File: src/rtl/video_blitter_pkg.sv
// Shared constants and types for the Kangaroo video-board blitter.
// Register offsets on AB[3:0], FLAGS bit positions and the copy FSM state type.
package video_blitter_pkg;

  localparam logic [3:0] REG_SRC_L  = 4'd0;
  localparam logic [3:0] REG_SRC_H  = 4'd1;
  localparam logic [3:0] REG_DST_L  = 4'd2;
  localparam logic [3:0] REG_DST_H  = 4'd3;
  localparam logic [3:0] REG_HEIGHT = 4'd4;
  localparam logic [3:0] REG_WIDTH  = 4'd5;
  localparam logic [3:0] REG_FLAGS  = 4'd8;

  localparam int FLAG_PLANE_LSB = 0;
  localparam int FLAG_PLANE_MSB = 3;
  localparam int FLAG_BANK      = 5;

  typedef enum logic [1:0] {
    IDLE  = 2'd0,
    FETCH = 2'd1,
    WRITE = 2'd2
  } blit_state_t;

  typedef struct packed {
    logic [15:0] src;
    logic [15:0] dst;
    logic [7:0]  height;
    logic [7:0]  width;
    logic [7:0]  flags;
  } blit_regs_t;

endpackage

File: src/rtl/video_blitter_if.sv
// CPU-side strobes/data bus plus graphics ROM and video RAM ports of the blitter.
// slave = blitter view, master = CPU board / memory side view.
interface video_blitter_if #(
  parameter int ADDR_W = 14
) ();

  logic              BLIT_CS_AL;
  logic              MW_AL;
  logic [3:0]        AB;
  logic [7:0]        DB;
  logic [ADDR_W-1:0] ROM_ADDR;
  logic              ROM_RD;
  logic [7:0]        ROM_DATA;
  logic [ADDR_W-1:0] VRAM_ADDR;
  logic [7:0]        VRAM_DATA;
  logic              VRAM_WE;
  logic [3:0]        VRAM_PLANE_EN;
  logic              BUSY;

  modport slave (
    input  BLIT_CS_AL, MW_AL, AB, DB, ROM_DATA,
    output ROM_ADDR, ROM_RD, VRAM_ADDR, VRAM_DATA, VRAM_WE, VRAM_PLANE_EN, BUSY
  );

  modport master (
    output BLIT_CS_AL, MW_AL, AB, DB, ROM_DATA,
    input  ROM_ADDR, ROM_RD, VRAM_ADDR, VRAM_DATA, VRAM_WE, VRAM_PLANE_EN, BUSY
  );

endinterface

File: src/rtl/video_blitter_regs.sv
// Blitter register file: registered CPU write strobe with rising-edge detect,
// so a strobe held for many cycles produces exactly one register write.
module video_blitter_regs
  import video_blitter_pkg::*;
(
  input  logic       clk,
  input  logic       rst,
  input  logic       blit_cs_al,
  input  logic       mw_al,
  input  logic [3:0] ab,
  input  logic [7:0] db,
  input  logic       busy,
  output blit_regs_t regs,
  output logic       trigger
);

  logic       wr_q;
  logic       wr_q_d;
  logic [3:0] ab_q;
  logic [7:0] db_q;
  logic       wr_event;

  // Address and data are registered alongside the strobe so they line up with it.
  assign wr_event = wr_q && !wr_q_d && !busy;
  assign trigger  = wr_event && (ab_q == REG_WIDTH);

  always_ff @(posedge clk) begin
    if (rst) begin
      wr_q   <= 1'b0;
      wr_q_d <= 1'b0;
      ab_q   <= '0;
      db_q   <= '0;
      regs   <= '0;
    end else begin
      wr_q   <= !blit_cs_al && !mw_al;
      wr_q_d <= wr_q;
      ab_q   <= ab;
      db_q   <= db;
      if (wr_event) begin
        case (ab_q)
          REG_SRC_L:  regs.src[7:0]  <= db_q;
          REG_SRC_H:  regs.src[15:8] <= db_q;
          REG_DST_L:  regs.dst[7:0]  <= db_q;
          REG_DST_H:  regs.dst[15:8] <= db_q;
          REG_HEIGHT: regs.height    <= db_q;
          REG_WIDTH:  regs.width     <= db_q;
          REG_FLAGS:  regs.flags     <= db_q;
          default:    ;
        endcase
      end
    end
  end

endmodule

File: src/rtl/video_blitter.sv
// Kangaroo video-board blitter: rectangular copy from graphics ROM into video RAM,
// launched by a write to the WIDTH register.
//
//   state | meaning
//   IDLE  | waiting for a WIDTH write; BUSY low
//   FETCH | ROM read of src_ptr (bank bit from FLAGS)
//   WRITE | ROM byte written to VRAM at dst_ptr, pointers/counters advance
module video_blitter
  import video_blitter_pkg::*;
#(
  parameter int ADDR_W     = 14,
  parameter int DST_STRIDE = 256
) (
  input  logic            CPU_CLOCK,
  input  logic            FPGA_RESET,
  video_blitter_if.slave  bus
);

  localparam logic [15:0] STRIDE = 16'(DST_STRIDE);

  blit_state_t state;
  blit_regs_t  regs;
  logic        trigger;
  logic        busy;
  logic [15:0] src_ptr;
  logic [15:0] dst_ptr;
  logic [15:0] row_start;
  logic [8:0]  col;
  logic [8:0]  row;

  assign busy = (state != IDLE);

  video_blitter_regs u_regs (
    .clk        (CPU_CLOCK),
    .rst        (FPGA_RESET),
    .blit_cs_al (bus.BLIT_CS_AL),
    .mw_al      (bus.MW_AL),
    .ab         (bus.AB),
    .db         (bus.DB),
    .busy       (busy),
    .regs       (regs),
    .trigger    (trigger)
  );

  always_ff @(posedge CPU_CLOCK) begin
    if (FPGA_RESET) begin
      state     <= IDLE;
      src_ptr   <= '0;
      dst_ptr   <= '0;
      row_start <= '0;
      col       <= '0;
      row       <= '0;
    end else begin
      case (state)
        IDLE: begin
          if (trigger) begin
            state     <= FETCH;
            src_ptr   <= regs.src;
            dst_ptr   <= regs.dst;
            row_start <= regs.dst;
            col       <= '0;
            row       <= '0;
          end
        end
        FETCH: state <= WRITE;
        WRITE: begin
          src_ptr <= src_ptr + 16'd1;
          if (col < {1'b0, regs.width}) begin
            col     <= col + 9'd1;
            dst_ptr <= dst_ptr + 16'd1;
            state   <= FETCH;
          end else if (row < {1'b0, regs.height}) begin
            row       <= row + 9'd1;
            col       <= '0;
            row_start <= row_start + STRIDE;
            dst_ptr   <= row_start + STRIDE;
            state     <= FETCH;
          end else begin
            state <= IDLE;
          end
        end
        default: state <= IDLE;
      endcase
    end
  end

  // Addresses and data are gated so the buses sit at zero outside their cycle.
  always_comb begin
    bus.ROM_RD    = (state == FETCH);
    bus.VRAM_WE   = (state == WRITE);
    bus.ROM_ADDR  = '0;
    bus.VRAM_ADDR = '0;
    bus.VRAM_DATA = '0;
    if (state == FETCH) begin
      bus.ROM_ADDR = {regs.flags[FLAG_BANK], src_ptr[ADDR_W-2:0]};
    end
    if (state == WRITE) begin
      bus.VRAM_ADDR = dst_ptr[ADDR_W-1:0];
      bus.VRAM_DATA = bus.ROM_DATA;
    end
  end

  assign bus.VRAM_PLANE_EN = regs.flags[FLAG_PLANE_MSB:FLAG_PLANE_LSB];
  assign bus.BUSY          = busy;

  logic unused_bits;
  assign unused_bits = ^{src_ptr[15:ADDR_W-1], dst_ptr[15:ADDR_W], regs.flags[7:6], regs.flags[4]};

endmodule

File: src/flat_wrapper.sv
// flat-port wrapper written by rule: the top's interface ports become plain ports
module video_blitter_flat import video_blitter_pkg::*;
#(
  parameter int ADDR_W     = 14,
  parameter int DST_STRIDE = 256
)
  (CPU_CLOCK, FPGA_RESET, bus_BLIT_CS_AL, bus_MW_AL, bus_AB, bus_DB, bus_ROM_DATA, bus_ROM_ADDR, bus_ROM_RD, bus_VRAM_ADDR, bus_VRAM_DATA, bus_VRAM_WE, bus_VRAM_PLANE_EN, bus_BUSY);
  video_blitter_if #(.ADDR_W(ADDR_W)) bus_i ();
  input  logic CPU_CLOCK;
  input  logic FPGA_RESET;
  input wire logic [$bits(bus_i.BLIT_CS_AL)-1:0] bus_BLIT_CS_AL;
  input wire logic [$bits(bus_i.MW_AL)-1:0] bus_MW_AL;
  input wire logic [$bits(bus_i.AB)-1:0] bus_AB;
  input wire logic [$bits(bus_i.DB)-1:0] bus_DB;
  input wire logic [$bits(bus_i.ROM_DATA)-1:0] bus_ROM_DATA;
  output wire logic [$bits(bus_i.ROM_ADDR)-1:0] bus_ROM_ADDR;
  output wire logic [$bits(bus_i.ROM_RD)-1:0] bus_ROM_RD;
  output wire logic [$bits(bus_i.VRAM_ADDR)-1:0] bus_VRAM_ADDR;
  output wire logic [$bits(bus_i.VRAM_DATA)-1:0] bus_VRAM_DATA;
  output wire logic [$bits(bus_i.VRAM_WE)-1:0] bus_VRAM_WE;
  output wire logic [$bits(bus_i.VRAM_PLANE_EN)-1:0] bus_VRAM_PLANE_EN;
  output wire logic [$bits(bus_i.BUSY)-1:0] bus_BUSY;
  assign bus_i.BLIT_CS_AL = bus_BLIT_CS_AL;
  assign bus_i.MW_AL = bus_MW_AL;
  assign bus_i.AB = bus_AB;
  assign bus_i.DB = bus_DB;
  assign bus_i.ROM_DATA = bus_ROM_DATA;
  assign bus_ROM_ADDR = bus_i.ROM_ADDR;
  assign bus_ROM_RD = bus_i.ROM_RD;
  assign bus_VRAM_ADDR = bus_i.VRAM_ADDR;
  assign bus_VRAM_DATA = bus_i.VRAM_DATA;
  assign bus_VRAM_WE = bus_i.VRAM_WE;
  assign bus_VRAM_PLANE_EN = bus_i.VRAM_PLANE_EN;
  assign bus_BUSY = bus_i.BUSY;
  video_blitter #(.ADDR_W(ADDR_W), .DST_STRIDE(DST_STRIDE)) u_core (.CPU_CLOCK(CPU_CLOCK), .FPGA_RESET(FPGA_RESET), .bus(bus_i));
endmodule
File: config.mk
export PLATFORM = sky130hd
export DESIGN_NAME = video_blitter_flat
export DESIGN_NICKNAME = d
export VERILOG_FILES = /design/src/rtl/video_blitter_pkg.sv /design/src/rtl/video_blitter_if.sv /design/src/rtl/video_blitter_regs.sv /design/src/rtl/video_blitter.sv /design/src/flat_wrapper.sv
export SDC_FILE = /design/constraint.sdc
export NUM_CORES = 1
export LEC_CHECK = 0
export ABC_AREA = 1
export BUFFER_PORTS_ARGS = -buffer_cell sky130_fd_sc_hd__buf_4
export CAP_MARGIN = 15
export CORE_AREA = 2 2 116 118
export CTS_BUF_LIST = sky130_fd_sc_hd__clkbuf_16
export DETAILED_ROUTE_END_ITERATION = 10
export DIE_AREA = 0 0 118 120
export PLACE_DENSITY = 0.69
export SETUP_SLACK_MARGIN = 0.15
export SYNTH_ARGS = -nofsm -noshare
export SYNTH_HDL_FRONTEND = slang
export SYNTH_SLANG_ARGS = --single-unit
File: constraint.sdc
create_clock -name CPU_CLOCK -period 2.5 [get_ports CPU_CLOCK]
set_input_delay 0.125 -clock CPU_CLOCK [delete_from_list [all_inputs] [get_ports CPU_CLOCK]]
set_output_delay 0.125 -clock CPU_CLOCK [all_outputs]
set_load 0.1 [all_outputs]
* Word level (Yosys, flattened, before mapping)
Index checks and enable logic that the tools add are counted.
Storage, ports and cells: bits in registers 136, latch bits 0, RAM bits 0, bits in read-only memories 0, word-level logic and storage cells 80, memories kept 0
Cells by class: $add $sub $neg 5, multiply operators 0, divide/modulo/power cells 0, magnitude comparators 2, equality and inequality tests 12, shifts and indexed selects 0, mux-type cells 22, bitwise logic cells 0, reduce and logical (&&, ||, !) cells 22
Operator list (count):
- 16-bit case mux with 2 select lines | 3
- 16-bit 2-to-1 mux | 5
- 9-bit 2-to-1 mux | 5
- 9-bit case mux with 2 select lines | 2
- 16-bit by 1-bit adder with 16-bit output, second input constant | 2
- 14-bit 2-to-1 mux | 2
- 9-bit by 1-bit adder with 9-bit output, second input constant | 2
- 9-bit by 8-bit < comparator with 1-bit output | 2
- 16-bit by 9-bit adder with 16-bit output, second input constant | 1
- 2-bit AND reduction | 8
- 4-bit by 2-bit == test with 1-bit output, second input constant | 2
- 4-bit by 3-bit == test with 1-bit output, second input constant | 2
- 8-bit 2-to-1 mux | 1
- 2-bit case mux with 3 select lines | 1
- 4-bit by 1-bit == test with 1-bit output, second input constant | 1
- 4-bit == test, second input constant | 1
- 1-bit logical AND | 4
- 1-bit zero test | 4
- 4-bit zero test | 1
- 2-bit 2-to-1 mux | 2
- 2-bit by 1-bit inequality test with 1-bit output, second input constant | 2
- 4-bit AND reduction | 1
- 2-bit nonzero test | 2
- 3-bit by 1-bit inequality test with 1-bit output, second input constant | 1
- other kinds (6) | 6

* Logic depth before layout (Yosys ltp)
Gate-level depths: netlist (run 1).
depth after elaboration 6, depth in mapped cells 15, gate-level depth less buffers 14

* By module
A second synthesis (run 1) with hierarchy kept.
Unflattened totals: cell total of the unflattened synthesis 1122, area total of the unflattened synthesis 7201.9 sq um
Modules (own cells, without submodules):
- video_blitter | times used 1, cells each 735, area each 4426.7 sq um, sequential area each 1221.2 sq um
- video_blitter_regs | times used 1, cells each 387, area each 2775.2 sq um, sequential area each 1401.3 sq um

* Worst setup path after synthesis (run 1)
No wires, ideal clock.
path type flip-flop to output port, start reg u_core.state[0], end out bus_ROM_ADDR[10], arrival time 3556 ps, required time 2375 ps, setup slack -1181 ps, stages on the path, launching flop included 6, cells stage by stage dfxtp_1 -> inv_2 -> nor2_1 -> inv_1 -> clkbuf_1 -> nor2_1
On the way: cells in the longest elaborated chain, start to end 2
Ends and longest elaborated chain:
- start: declaration | line video_blitter.sv:21 | blit_state_t state;
- start signal: assignment | line video_blitter.sv:47 | state <= IDLE;
- start signal: assignment | line video_blitter.sv:57 | state <= FETCH;
- start signal: assignment | line video_blitter.sv:65 | FETCH: state <= WRITE;
- 2-bit by 1-bit == test with 1-bit output
- via bus_ROM_RD | line flat_wrapper.sv:17 | output wire logic [$bits(bus_i.ROM_RD)-1:0] bus_ROM_RD;
- 14-bit 2-to-1 mux | line video_blitter.sv:94 | if (state == FETCH) begin
- end: declaration | line flat_wrapper.sv:16 | output wire logic [$bits(bus_i.ROM_ADDR)-1:0] bus_ROM_ADDR;
The timed path passes the listed nets, and every way through them passes these cells.

* Worst setup path after layout (run 1)
start reg u_core.state[1], end out bus_VRAM_ADDR[7]
On the way: cells in the longest elaborated chain, start to end 2
Ends and longest elaborated chain:
- 2-bit == test | line video_blitter.sv:97 | if (state == WRITE) begin
- 14-bit 2-to-1 mux | line video_blitter.sv:97
- end: declaration | line flat_wrapper.sv:18 | output wire logic [$bits(bus_i.VRAM_ADDR)-1:0] bus_VRAM_ADDR;
No other way between the ends.

==> impl_metrics.ini, run 1 <==
[final_layout]
finalCoreUtilization_pct = 60.3
final_cell_mix = 202 x nor2_1, 156 x nand2_1, 130 x inv_1, 123 x dfxtp_1, 95 x o21ai_0
stdcell_area_sq_um = 7830
nNetsFinal = 1070
nFillCells = 1204
syn_to_final_growth_pct = 23.4
antenna_cells = 0
drive_gt1_share_pct = 14.7
final_common_cell = nor2_1

[drt]
route.detailed.drc = 0
wl_um = 15400
vias = 5980
final_antenna_net_count = 0
drt_pre_antenna_iters = 5
viasPerCell = 4.92
drt_iter0_markers = 328
wl_per_cell_um = 12.7

[place]
dpl-instance-area_sq_um = 7060
io_buffers = 66
place_hpwl_um = 10500
gp_congestion = 0.816

[logic_synthesis]
synth_seq_area_share_pct = 38.8
syn_inst = 952
syn-num-nets = 995
ys_warn_count = 0
synth-compound-area-share_pct = 14.7
ys_ff_latch = 123
syn-cell-area_sq_um = 6340
synth-simple-area-share_pct = 29.9
ys_types = 36
synth_mux_area_share_pct = 0
synthXorXnorAreaFrac_pct = 1.66
syn_avg_cell_area_sq_um = 6.66
synth_top_family_by_area = simple AND/OR/NAND/NOR gates
yosys.area_share.adder_pct = 3.75

[clocking]
ctsHtreeMaxLevel = 4
clkSinkCount = 123
numCtsBuffers = 17
clock_latency_ns = 0.42
cts-root-buf = clkbuf_16
cts_setup_buffers = 0
cts_tree = yes
clockBufferDepth = 2
cts.clk_slew.worst_paths_ns = 0.06

[global_routing]
overflow = 0
grt_use_total_pct = 22.5
grt_max_degree = 39
grt_pass1_vias = 5385
antenna_found_initial = 0
grt_pass1_wl_um = 25900

[sta]
rsz0062_at_grt = false
period_share_pct = 86.1
fin_skew_ns = 0.0172
hold_violations = 0
worst_pin_slew_ns = 0.516
slew_violations = 0
relSlewSlack_pct = 65.6
layout_min_cycle_time_ns = 2.15
setup_viol = 0
fmax_mhz = 465

[min_path]
hp-class = in -> reg

[worst_setup_path]
worstSetupStartpointType = register
path_buf_inv = 4
critPathTopFamily = buffers and inverters
crit_arrival_ns = 2.03
critical_path_class = reg -> out
cp_max_fo = 38
max_stage_delay_ns = 0.38
endpoint_kind = output pin
cp.required_ns = 2.38
critical-path-slowest-cell = dfxtp_1
crit_chain = inv_2 > nor2_4 > inv_2 > buf_4 > nor2_1 > buf_4

[outcome]
outcome = complete, no violations

[floorplanning]
num_io_pins = 67
die_area_sq_um = 14200
die_h_um = 120
die_w_um = 118
start_util_pct = 48.9
rows = 42
core_region_area_sq_um = 13000

[power]
p_per_area_nw_per_um2 = 610
leakage_uw = 0.00345
max-vdd-ir-drop_mv = 0.337

[run]
cap_violations = 0
[cell usage after synthesis, drive strengths merged]
| library cell | count | area (sq um) |
|---|---|---|
| a211oi | 8 | 70.1 |
| ha | 19 | 238 |
| nor2 | 222 | 856 |
| nand2 | 161 | 632 |
| o21ai | 98 | 490 |
| xor2 | 12 | 105 |
| nor3b | 2 | 15.0 |
| nand4 | 12 | 90.1 |
| a22oi | 1 | 7.51 |
| nand3 | 44 | 243 |
| clkbuf | 15 | 56.3 |
| o221ai | 2 | 17.5 |
| inv | 136 | 510 |
| o211ai | 4 | 30.0 |
| nor3 | 8 | 51.3 |
| buf | 23 | 143 |
| o31ai | 1 | 7.51 |
| nand3b | 1 | 7.51 |
| dfxtp | 123 | 2460 |
| clkinv | 1 | 3.75 |
| a21oi | 59 | 307 |
[metal layers]
metal  up-vias  wire length (um)  track usage (%)
li1       3154                 -                -
met1      2656              7290             29.1
met2       158              7150             37.6
met3        12               816             5.42
met4         0               134             5.72
met5         -                 0                0
[through the flow]
stage	setup WS (ns)	total power (uW)	instances	TNS [ns]	hold slack, ns
3_5_place_dp	0.349	2220	1170	0	0.290
4_1_cts	0.313	4810	1216	0	0.136
2_1_floorplan	-0.00450	2150	952	-0.0899	0.202
6_report	0.348	4780	1216	0	0.142
3_3_place_gp	0.372	2220	1170	0	0.290
5_1_grt	0.198	4930	1216	0	0.152
[worst paths after layout]
kind                                       startpoint                             endpoint  slack (ns)  cells past startpoint
hold / removal                             FPGA_RESET     u_core.u_regs.db_q[0]$_SDFF_PP0_        0.14                      2
setup / recovery         u_core.state[1]$_SDFFE_PP0P_                     bus_VRAM_ADDR[7]        0.35                      6
hold reg to reg   u_core.u_regs.regs[49]$_SDFFE_PP0P_  u_core.u_regs.regs[49]$_SDFFE_PP0P_        0.45                      2
setup reg to reg           u_core.col[7]$_SDFFE_PP0P_           u_core.col[3]$_SDFFE_PP0P_        0.42                      9
[registers in the layout, summed over array words and instances, names as in the netlist]
name and cells:
u_core.row 9, u_core.u_regs.ab_q 4, u_core.u_regs.wr_q 1, u_core.state 2, u_core.row_start 14, u_core.u_regs.db_q 8
u_core.u_regs.regs 48, u_core.src_ptr 13, u_core.col 9, u_core.dst_ptr 14, u_core.u_regs.wr_q_d 1
[cell type report]
| class | instances | area (sq um) | share of cell area [%] |
|---|---|---|---|
| clock buffers | 17 | 425 | 5.44 |
| flip-flops and latches | 123 | 2460 | 31.5 |
| inverters | 137 | 514 | 6.57 |
| clock inverters | 15 | 199 | 2.54 |
| repair buffers | 94 | 741 | 9.46 |
| multi-input cells | 654 | 3260 | 41.7 |
| well taps | 176 | 220 | 2.81 |
[what timing repair did]
| action | CTS | global route |
|---|---|---|
| hold endpoints to repair | 13 | 0 |
| endpoints found under the setup margin | 0 | 2 |
| resized for setup | 0 | 1 |
| hold buffers | 14 | 0 |
[logic make-up after synthesis]
kind of cell	Yosys count
AO/OA/AOI/OAI	173
AND/OR/NAND/NOR	450
flip-flops	123
adder cells (fa/ha/maj)	19
buffers and inverters	175
XOR/XNOR	12
[power breakdown]
| group | switching (uW) | leakage (uW) | internal, uW |
|---|---|---|---|
| Combinational | 104 | 0.00216 | 74.6 |
| Sequential | 30.6 | 0.000995 | 1980 |
| Clock | 916 | 0.000293 | 1670 |
| Total | 1050 | 0.00345 | 3720 |
No activity file was read; power rests on OpenSTA's default activity.
==> inputs of run 2 (changes only) <==
--- a/config.mk
+++ b/config.mk
@@ -6,7 +6,7 @@
 export NUM_CORES = 1
 export LEC_CHECK = 0
 export ABC_AREA = 1
-export BUFFER_PORTS_ARGS = -buffer_cell sky130_fd_sc_hd__buf_4
+export BUFFER_PORTS_ARGS = -buffer_cell sky130_fd_sc_hd__buf_2
 export CAP_MARGIN = 15
 export CORE_AREA = 2 2 116 118
 export CTS_BUF_LIST = sky130_fd_sc_hd__clkbuf_16
==> constraint.sdc (replaced) <==
create_clock -name CPU_CLOCK -period 2.1 [get_ports CPU_CLOCK]
set_input_delay 0.105 -clock CPU_CLOCK [delete_from_list [all_inputs] [get_ports CPU_CLOCK]]
set_output_delay 0.105 -clock CPU_CLOCK [all_outputs]
set_load 0.1 [all_outputs]
==> run 2 against run 1 <==
Via count rose by 3.1%. Highest routed layer unchanged. Critical path depth rose by 4. Die area did not move. Clock skew fell by 0.0087 ns. Final cell count rose by 0.99%. Critical endpoint is now u_core.col[6]$_SDFFE_PP0P_. Wire length rose by 3.5%.
==> impl_metrics.ini, run 2 (synthesis gave the netlist of run 1 again) <==
[worst_setup_path]
crit_arrival_ns = 2.27
critical-path-slowest-cell = nand4_4
critical_path_class = reg -> reg
crit_top_cell = nand2_1
cp_max_fo = 8
max_stage_delay_ns = 0.33
r2r_end = u_core.col[6]$_SDFFE_PP0P_
crit_chain = inv_2 > ha_4 > nand2_1 > nand2_2 > a21oi_4 > nand4_4 > buf_6 > o21ai_2 > nand2_1 > nor2_1
worstSetupStartpointType = register
r2r_start = u_core.u_regs.regs[15]$_SDFFE_PP0P_
r2r_slack_ns = 0.16
ff2ff_path_depth = 10
endpoint_kind = register
cp.required_ns = 2.43

[clocking]
cts.clk_slew.worst_paths_ns = 0.06
cts-root-buf = clkbuf_16
clockBufferDepth = 2
numCtsBuffers = 17
clkSinkCount = 123
clock_latency_ns = 0.41
cts_tree = yes
ctsHtreeMaxLevel = 4

[sta]
hold_violations = 0
layout_min_cycle_time_ns = 1.94
worst_pin_slew_ns = 0.586
setup_ws_ns = 0.165
fmax_mhz = 517
fin_skew_ns = 0.00846
slew_violations = 0
period_share_pct = 92.2
rsz0062_at_grt = true
setup_viol = 0
relSlewSlack_pct = 60.9

[final_layout]
nFillCells = 1130
antenna_cells = 0
largest_register_ffs = 48
largest_register = u_core.u_regs.regs
multi_input_area_sq_um = 3630
nNetsFinal = 1082
drive_gt1_share_pct = 20.6
largestRegisters = u_core.u_regs.regs (48), u_core.dst_ptr (14), u_core.row_start (14)
final_common_cell = nor2_1
syn_to_final_growth_pct = 33.5
seq_area_sq_um = 2480
final_cell_mix = 178 x nor2_1, 152 x nand2_1, 124 x inv_1, 115 x dfxtp_1, 86 x o21ai_0

[power]
p_per_area_nw_per_um2 = 650
leakage_uw = 0.00362
max-vdd-ir-drop_mv = 0.485
finalPower_uw = 5500

[min_path]
hp-class = in -> reg
min_path_cells = 4
hold_end = u_core.src_ptr[6]$_SDFFE_PP0P_
hold_path.startpoint = FPGA_RESET

[global_routing]
grt_pass1_wl_um = 26000
grt_max_degree = 50
antenna_found_initial = 0
grt_use_total_pct = 22.5
overflow = 0
grt_pass1_vias = 5580

[place]
gp_congestion = 0.879
dp_slack_ns = 0.112
place_hpwl_um = 10300
io_buffers = 66

[floorplanning]
die_w_um = 118
die_h_um = 120
rows = 42
num_io_pins = 67
die_area_sq_um = 14200
start_util_pct = 48.9
core_region_area_sq_um = 13000

[drt]
wl_um = 15900
final_antenna_net_count = 0
wl_per_cell_um = 13.0
vias = 6163
drt_pre_antenna_iters = 6
drt_iter0_markers = 445
route.detailed.drc = 0
viasPerCell = 5.02

[outcome]
outcome = complete, no violations

[run]
cap_violations = 0
==> run 2: per-stage QoR <==
step	utilization (%)	cell area, sq um	instances	hold slack [ns]	setup TNS, ns
2_1_floorplan	-	6620	952	0.182	-0.495
3_3_place_gp	57.3	7430	1170	0.269	0
3_5_place_dp	57.3	7430	1170	0.291	0
4_1_cts	63.1	8190	1218	0.223	0
5_1_grt	65.2	8460	1228	0.263	0
6_report	65.2	8460	1228	0.228	0
==> run 2: final cells by class <==
| cell class | count | share of cell area [%] |
|---|---|---|
| multi-input cells | 657 | 42.9 |
| flip-flops and latches | 123 | 29.3 |
| repair buffers | 103 | 12.2 |
| inverters | 137 | 6.19 |
| clock buffers | 17 | 5.03 |
| well taps | 176 | 2.60 |
| clock inverters | 15 | 1.88 |
==> run 2: report_power, final <==
group / leakage (uW) / total (uW) / internal [uW] / switching, uW
clock network: 0.000284 / 2890 / 1840 / 1050
registers: 0.00100 / 2400 / 2360 / 35.4
logic: 0.00234 / 218 / 83.7 / 135
==> run 2: timing repair <==
item / in CTS / in global routing
resized for setup: 4 / 60
endpoints found under the setup margin: 37 / 46
pin swaps: 1 / 9
cloned: 0 / 4
hold endpoints to repair: 13 / 0
hold buffers: 14 / 0
setup buffers: 2 / 6
==> run 2: critical path, delay by kind of cell, from the launching register on <==
kind / cells / cell delay [ns]
buffers and inverters: 2 / 0.34
adder cells (fa/ha/maj): 1 / 0.20
flip-flops: 1 / 0.31
AND/OR/NAND/NOR: 5 / 0.65
AO/OA/AOI/OAI: 2 / 0.33
==> run 2: how the worst max path moves through the flow <==
stage | from | to | slack (ns) | cells after the start
after detailed placement | u_core.u_regs.regs[15]$_SDFFE_PP0P_ | u_core.col[2]$_SDFFE_PP0P_ | 0.11 | 10
after global routing | u_core.u_regs.regs[15]$_SDFFE_PP0P_ | u_core.col[3]$_SDFFE_PP0P_ | 0.05 | 10
after floorplan | u_core.state[1]$_SDFFE_PP0P_ | bus_VRAM_ADDR[13] | -0.17 | 5
final | u_core.u_regs.regs[15]$_SDFFE_PP0P_ | u_core.col[6]$_SDFFE_PP0P_ | 0.16 | 10
after global placement | u_core.u_regs.regs[15]$_SDFFE_PP0P_ | u_core.dst_ptr[8]$_SDFFE_PP0P_ | 0.16 | 9
after CTS | u_core.u_regs.regs[15]$_SDFFE_PP0P_ | u_core.dst_ptr[10]$_SDFFE_PP0P_ | 0.12 | 9
==> run 2: metal layers <==
layer	global-route usage, %	up-vias	wire [um]
met3	4.47	22	915
met2	37.8	174	7410
met1	28.9	2772	7360
met5	0	-	0
li1	-	3195	-
met4	7.45	0	235
